### src/rtl/stream_demux_pkg.sv
// Shared definitions for the stream_demux 1-to-2 stream demultiplexer.
// Provides the channel-select encoding, the default parameter values and
// the encoding of the one-entry output stage state.
package stream_demux_pkg;

    localparam logic SEL_A = 1'b0;
    localparam logic SEL_B = 1'b1;

    localparam int DEFAULT_WIDTH = 8;
    localparam int DEFAULT_CNT_W = 16;

    typedef enum logic {
        EMPTY = 1'b0,
        FULL  = 1'b1
    } stage_state_t;

endpackage

### src/rtl/stream_demux_stage.sv
// One-entry registered valid/ready output stage.
// The stage reports through load_en whether it can take a new word this
// cycle: it can when empty, or when full and the consumer is accepting the
// held word in the same cycle. The parent decides whether to actually load.
module stream_demux_stage
    import stream_demux_pkg::*;
#(
    parameter int WIDTH = DEFAULT_WIDTH
) (
    input  logic             clk,
    input  logic             rst_n,
    input  logic             load,
    input  logic [WIDTH-1:0] load_data,
    output logic             load_en,
    output logic [WIDTH-1:0] out_data,
    output logic             out_valid,
    input  logic             out_ready
);

    stage_state_t     state_q;
    stage_state_t     state_d;
    logic [WIDTH-1:0] data_q;

    // State register; a reset discards any held word without a handshake.
    always_ff @(posedge clk or negedge rst_n) begin
        if (!rst_n) begin
            state_q <= EMPTY;
        end else begin
            state_q <= state_d;
        end
    end

    // Data register only changes when a new word is loaded, which keeps the
    // output stable while the consumer stalls.
    always_ff @(posedge clk or negedge rst_n) begin
        if (!rst_n) begin
            data_q <= '0;
        end else if (load) begin
            data_q <= load_data;
        end
    end

    // Next state and load capability; a load wins over a drain so that a
    // simultaneous drain-and-load keeps the stage full.
    always_comb begin
        state_d = state_q;
        load_en = (state_q == EMPTY) || out_ready;
        if (load) begin
            state_d = FULL;
        end else if ((state_q == FULL) && out_ready) begin
            state_d = EMPTY;
        end
    end

    assign out_data  = data_q;
    assign out_valid = (state_q == FULL);

endmodule

### src/rtl/stream_demux.sv
// Sequential 1-to-2 stream demultiplexer.
// Each input word is steered by in_sel to channel A (0) or B (1), each with
// its own registered one-entry stage, so a stall on one channel never blocks
// words headed for the other. in_ready reflects only the selected stage.
// Optional feature: define STREAM_DEMUX_CNT_EN to add per-channel counters
// cnt_a/cnt_b of completed output transfers (CNT_W bits, wrapping).
module stream_demux
    import stream_demux_pkg::*;
#(
    parameter int WIDTH = DEFAULT_WIDTH
`ifdef STREAM_DEMUX_CNT_EN
    , parameter int CNT_W = DEFAULT_CNT_W
`endif
) (
    input  logic             clk,
    input  logic             rst_n,
    input  logic [WIDTH-1:0] in_data,
    input  logic             in_sel,
    input  logic             in_valid,
    output logic             in_ready,
    output logic [WIDTH-1:0] a_data,
    output logic             a_valid,
    input  logic             a_ready,
    output logic [WIDTH-1:0] b_data,
    output logic             b_valid,
    input  logic             b_ready
`ifdef STREAM_DEMUX_CNT_EN
    ,
    output logic [CNT_W-1:0] cnt_a,
    output logic [CNT_W-1:0] cnt_b
`endif
);

    logic a_load_en;
    logic b_load_en;
    logic a_load;
    logic b_load;

    // Steering: the input handshake completes only against the stage chosen
    // by in_sel, and only that stage loads.
    always_comb begin
        in_ready = (in_sel == SEL_B) ? b_load_en : a_load_en;
        a_load   = in_valid && (in_sel == SEL_A) && a_load_en;
        b_load   = in_valid && (in_sel == SEL_B) && b_load_en;
    end

    stream_demux_stage #(
        .WIDTH(WIDTH)
    ) u_stage_a (
        .clk       (clk),
        .rst_n     (rst_n),
        .load      (a_load),
        .load_data (in_data),
        .load_en   (a_load_en),
        .out_data  (a_data),
        .out_valid (a_valid),
        .out_ready (a_ready)
    );

    stream_demux_stage #(
        .WIDTH(WIDTH)
    ) u_stage_b (
        .clk       (clk),
        .rst_n     (rst_n),
        .load      (b_load),
        .load_data (in_data),
        .load_en   (b_load_en),
        .out_data  (b_data),
        .out_valid (b_valid),
        .out_ready (b_ready)
    );

`ifdef STREAM_DEMUX_CNT_EN
    // Count completed output transfers per channel; wraps naturally.
    always_ff @(posedge clk or negedge rst_n) begin
        if (!rst_n) begin
            cnt_a <= '0;
            cnt_b <= '0;
        end else begin
            if (a_valid && a_ready) begin
                cnt_a <= cnt_a + 1'b1;
            end
            if (b_valid && b_ready) begin
                cnt_b <= cnt_b + 1'b1;
            end
        end
    end
`endif

endmodule

### config.mk
export PLATFORM = sky130hd
export DESIGN_NAME = stream_demux
export DESIGN_NICKNAME = d
export VERILOG_FILES = /design/src/rtl/stream_demux_pkg.sv /design/src/rtl/stream_demux_stage.sv /design/src/rtl/stream_demux.sv
export SDC_FILE = /design/constraint.sdc
export NUM_CORES = 1
export LEC_CHECK = 0
export ABC_AREA = 1
export CAP_MARGIN = 20
export CORE_MARGIN = 2
export CORE_UTILIZATION = 30
export CTS_BUF_LIST = sky130_fd_sc_hd__clkbuf_4 sky130_fd_sc_hd__clkbuf_8
export DETAILED_ROUTE_END_ITERATION = 10
export PLACE_DENSITY = 0.63
export RECOVER_POWER = 25
export SETUP_SLACK_MARGIN = 0.4
export SLEW_MARGIN = 20
export SYNTH_ARGS = -nofsm -noshare
export SYNTH_HDL_FRONTEND = slang
export SYNTH_SLANG_ARGS = --single-unit
### constraint.sdc
create_clock -name clk -period 1.1 [get_ports clk]
set_input_delay 0.22 -clock clk [delete_from_list [all_inputs] [get_ports clk]]
set_output_delay 0.22 -clock clk [all_outputs]
set_load 0.02 [all_outputs]
==> summary.md <==
| Metric | Value |
|---|---|
| Number of synthesis warnings | 0 |
| Period minus WS final | 1.30 ns |
| Share of layout cells above drive strength 1 | 48.9% |
| Fillers | 203 |
| DR WL/cell | 12.2 um |
| # diodes | 0 |
| Simple-gate share of the synthesized area | 35.3% |
| DIE AREA | 2900 um^2 |
| CTS Root Cell | clkbuf_4 |
| Number of global-route vias before repair | 697 |
| Unrepaired setup endpoints after global routing | yes |
| Compound-cell area share of the yosys netlist | 1.01% |
| # DRC | 0 |
| Tcrit/Tclk final | 118% |
| CP startpoint kind | register |
| Post-synth top area share | 60.5% |
| Die H | 53.8 um |
| Status | finished, violations left |
| Worst path arrival time | 1.08 ns |
| FF+latch count, synth | 18 |
| Vias | 776 |
| Placed wire-length estimate | 1.33 mm |
| CTS Buf Count | 3 |
| Worst-margin pin slew | 0.447 ns |
| Failing checks | negative setup slack |
| Starting Density | 30.9% |
| Tightest hold margin | 0.237 ns |
| Multi-input logic area | 374 um^2 |
| Grt ovf | 0 |
| Largest family of logic cells by synthesized area | simple AND/OR/NAND/NOR gates |
| Post-route clock skew | 0.00497 ns |
| Clk_lat worst skew | 0.29 ns |
| Final hold violations | 0 |
| XOR/XNOR share of the synthesized area | 0% |
| Setup crit end | in_ready |
| Reg2reg start | u_stage_a.out_valid$_DFFE_PN0P_ |
| Critical Path RT | 0.88 ns |
| Met1 usage | 18.4% |
| GRT Overall Usage | 14.4% |
| Drt first pass iters | 4 |
| Placer congestion estimate | 0.729 |
| Critical Path Source | u_stage_b.out_valid$_DFFE_PN0P_ |
| Critical path peak fanout | 2 |
| Initial antenna violation count | 0 |
| Leakage | 0.747 nW |
| Mapped Cells | 81 |
| Synth Cell Area | 744 um^2 |
| FMAX | 770 MHz |
| Cell Int Power | 1.34 mW |
| Ports | 33 |
| FF-to-FF setup slack | 0.03 ns |
| Distinct cells, synth | 10 |
| Routing usage on met2 | 23.0% |
| Antenna-violating nets left | 0 |
| TritonCTS sink count | 18 |
| Post-synthesis mux area share | 0% |
| Layout area overhead | 94.6% |
| Max Buffers Root-to-Sink | 2 |
| Cell Chain, Critical Path | nand3_1, o21a_4, buf_6 |
| Clock-pin slew of the registers on the worst-case setup and hold paths | 0.11 ns |
| Register area | 453 um^2 |
| Row count | 18 |
| Syn Nets | 95 |
| Slowest stage delay, CP | 0.43 ns |
| Final-report setup violation count | 3 |
| GR peak layer | met2 |
| Die X-Extent | 53.8 um |
| Port bufs | 32 |
| Htree depth | 1 |
| Critical-path top delay cell | dfrtp_2 |
| Worst r2r path cells | 6 |
| PD cells | 1360 nW/um^2 |
| Total Wirelength | 2.09 mm |
| Pin count of the biggest net entering global routing | 19 |
| Sequential Power Share | 42.6% |
| Max-slew violations | 0 |
| CP Class | register to output pin |
| Worst Setup End Kind | output pin |
| Worst slew margin | 70.2% |
| Iter 0 DRT Violations | 6 |
| GR Util met3 | 2.50% |
| Comb pwr share | 38.7% |
| Sw frac | 32.0% |
| CTS tree | yes |
| Syn Area/Cell | 9.19 um^2 |
| Peak VDD IR | 1.00 mV |
| Post-synthesis sequential area ratio | 60.5% |
| Core area | 2410 um^2 |
| Via density per instance | 4.54 |
| First-pass GRT wire length | 2.99 mm |
| Worst R2R End | u_stage_a.out_data[1]$_DFFE_PN0P_ |
| Hold WC Path Type | input port to register |
| Max Cap Viol | 0 |
| Setup TNS | -0.437 ns |
| NumNets Final | 156 |
| Post-synthesis adder-cell area fraction | 0% |
| Final WS setup | -0.198 ns |
| Biggest area consumer among synthesized cells | dfrtp_1 |
| Switch Pwr | 0.630 mW |
| Largest cells by area after synthesis | dfrtp_1, nand2_1, nand3_1 |
| Clock Power Share | 18.7% |
## how the worst min path moves through the flow
stage                                 startpoint                                end  depth (start not counted)
3_3_place_gp   u_stage_b.out_data[7]$_DFFE_PN0P_  u_stage_b.out_data[7]$_DFFE_PN0P_                          2
2_1_floorplan                              rst_n  u_stage_a.out_data[0]$_DFFE_PN0P_                          0
3_5_place_dp   u_stage_b.out_data[1]$_DFFE_PN0P_  u_stage_b.out_data[1]$_DFFE_PN0P_                          2
4_1_cts                                    rst_n  u_stage_a.out_data[0]$_DFFE_PN0P_                          2
6_report                                in_valid    u_stage_b.out_valid$_DFFE_PN0P_                          3
5_1_grt                                 in_valid    u_stage_b.out_valid$_DFFE_PN0P_                          3
## cell families after synthesis
family	after synthesis
simple gates	57
compound gates	1
flops	18
buf+inv	5
## critical path: cells and delay by family (launching register included)
kind                   cells  cell delay (ns)
AO/OA/AOI/OAI              1             0.14
buffers and inverters      1             0.10
flip-flops                 1             0.43
AND/OR/NAND/NOR            1             0.13
## state kept, by name (all words and copies together) (netlist names)
signal               count
u_stage_a.out_valid      1
u_stage_b.out_valid      1
u_stage_a.out_data       8
u_stage_b.out_data       8
## cell usage after synthesis, drive strengths merged
cell type and number:
nand2 39, nor2 1, clkinv 1, inv 3, o21a 1, nand3 17, buf 1, dfrtp 18
## layer usage
metal	share of wire, %	vias to the layer above	routed length, um
met5	0	-	0
met4	2.3	0	49
met3	5.1	6	107
met2	53	25	1100
met1	40	366	832
li1	-	379	-
## power by group through the flow
| stage | Clock (mW) | Sequential [mW] | Combinational [mW] |
|---|---|---|---|
| after global placement | 0 | 0.829 | 0.597 |
| after detailed placement | 0 | 0.828 | 0.601 |
| after CTS | 0.375 | 0.835 | 0.664 |
| after floorplan | 0 | 0.952 | 0.138 |
| after global routing | 0.413 | 0.853 | 0.816 |
| final | 0.368 | 0.839 | 0.761 |
## repair_timing
action / in CTS / in global routing
cloned: 1 / 1
pin swaps: 0 / 7
buffers inserted: 3 / 11
resized for setup: 117 / 21
hold buffers: 0 / 0
endpoints found under the setup margin: 37 / 37
## cell type report
class / instances / area share [%]
Inverter: 4 / 1.12
Tap cell: 30 / 2.59
Timing Repair Buffer: 55 / 37.1
Clock buffer: 4 / 2.07
Sequential cell: 18 / 31.3
Multi-Input combinational cell: 60 / 25.8
## stage by stage
step                power (mW)  util [%]  setup WS, ns  instance area (um^2)  std cells
floorplan                 1.09         -        0.0309                   766         81
global placement          1.43      49.0        -0.616                  1180        151
CTS                       1.87      53.3        -0.170                  1280        159
global route              2.08      60.1        -0.258                  1450        171
detailed placement        1.43      49.0        -0.630                  1180        151
finish                    1.97      60.1        -0.198                  1450        171
## cells in the final DEF, fill, tap and decap left out
cell	instances
inv_2	2
clkbuf_2	1
nand2_8	3
inv_1	1
nand2_4	3
o21a_4	1
clkdlybuf4s50_1	10
nand2_1	30
nand3_1	12
nand2_2	5
buf_4	17
dlygate4sd3_1	1
clkbuf_4	4
buf_8	1
dfrtp_1	16
nor2_4	1
nand3_2	5
dlymetal6s2s_1	1
dlygate4sd2_1	1
buf_6	23
clkinv_2	1
dfrtp_2	2
No activity file was read; power rests on OpenSTA's default activity.
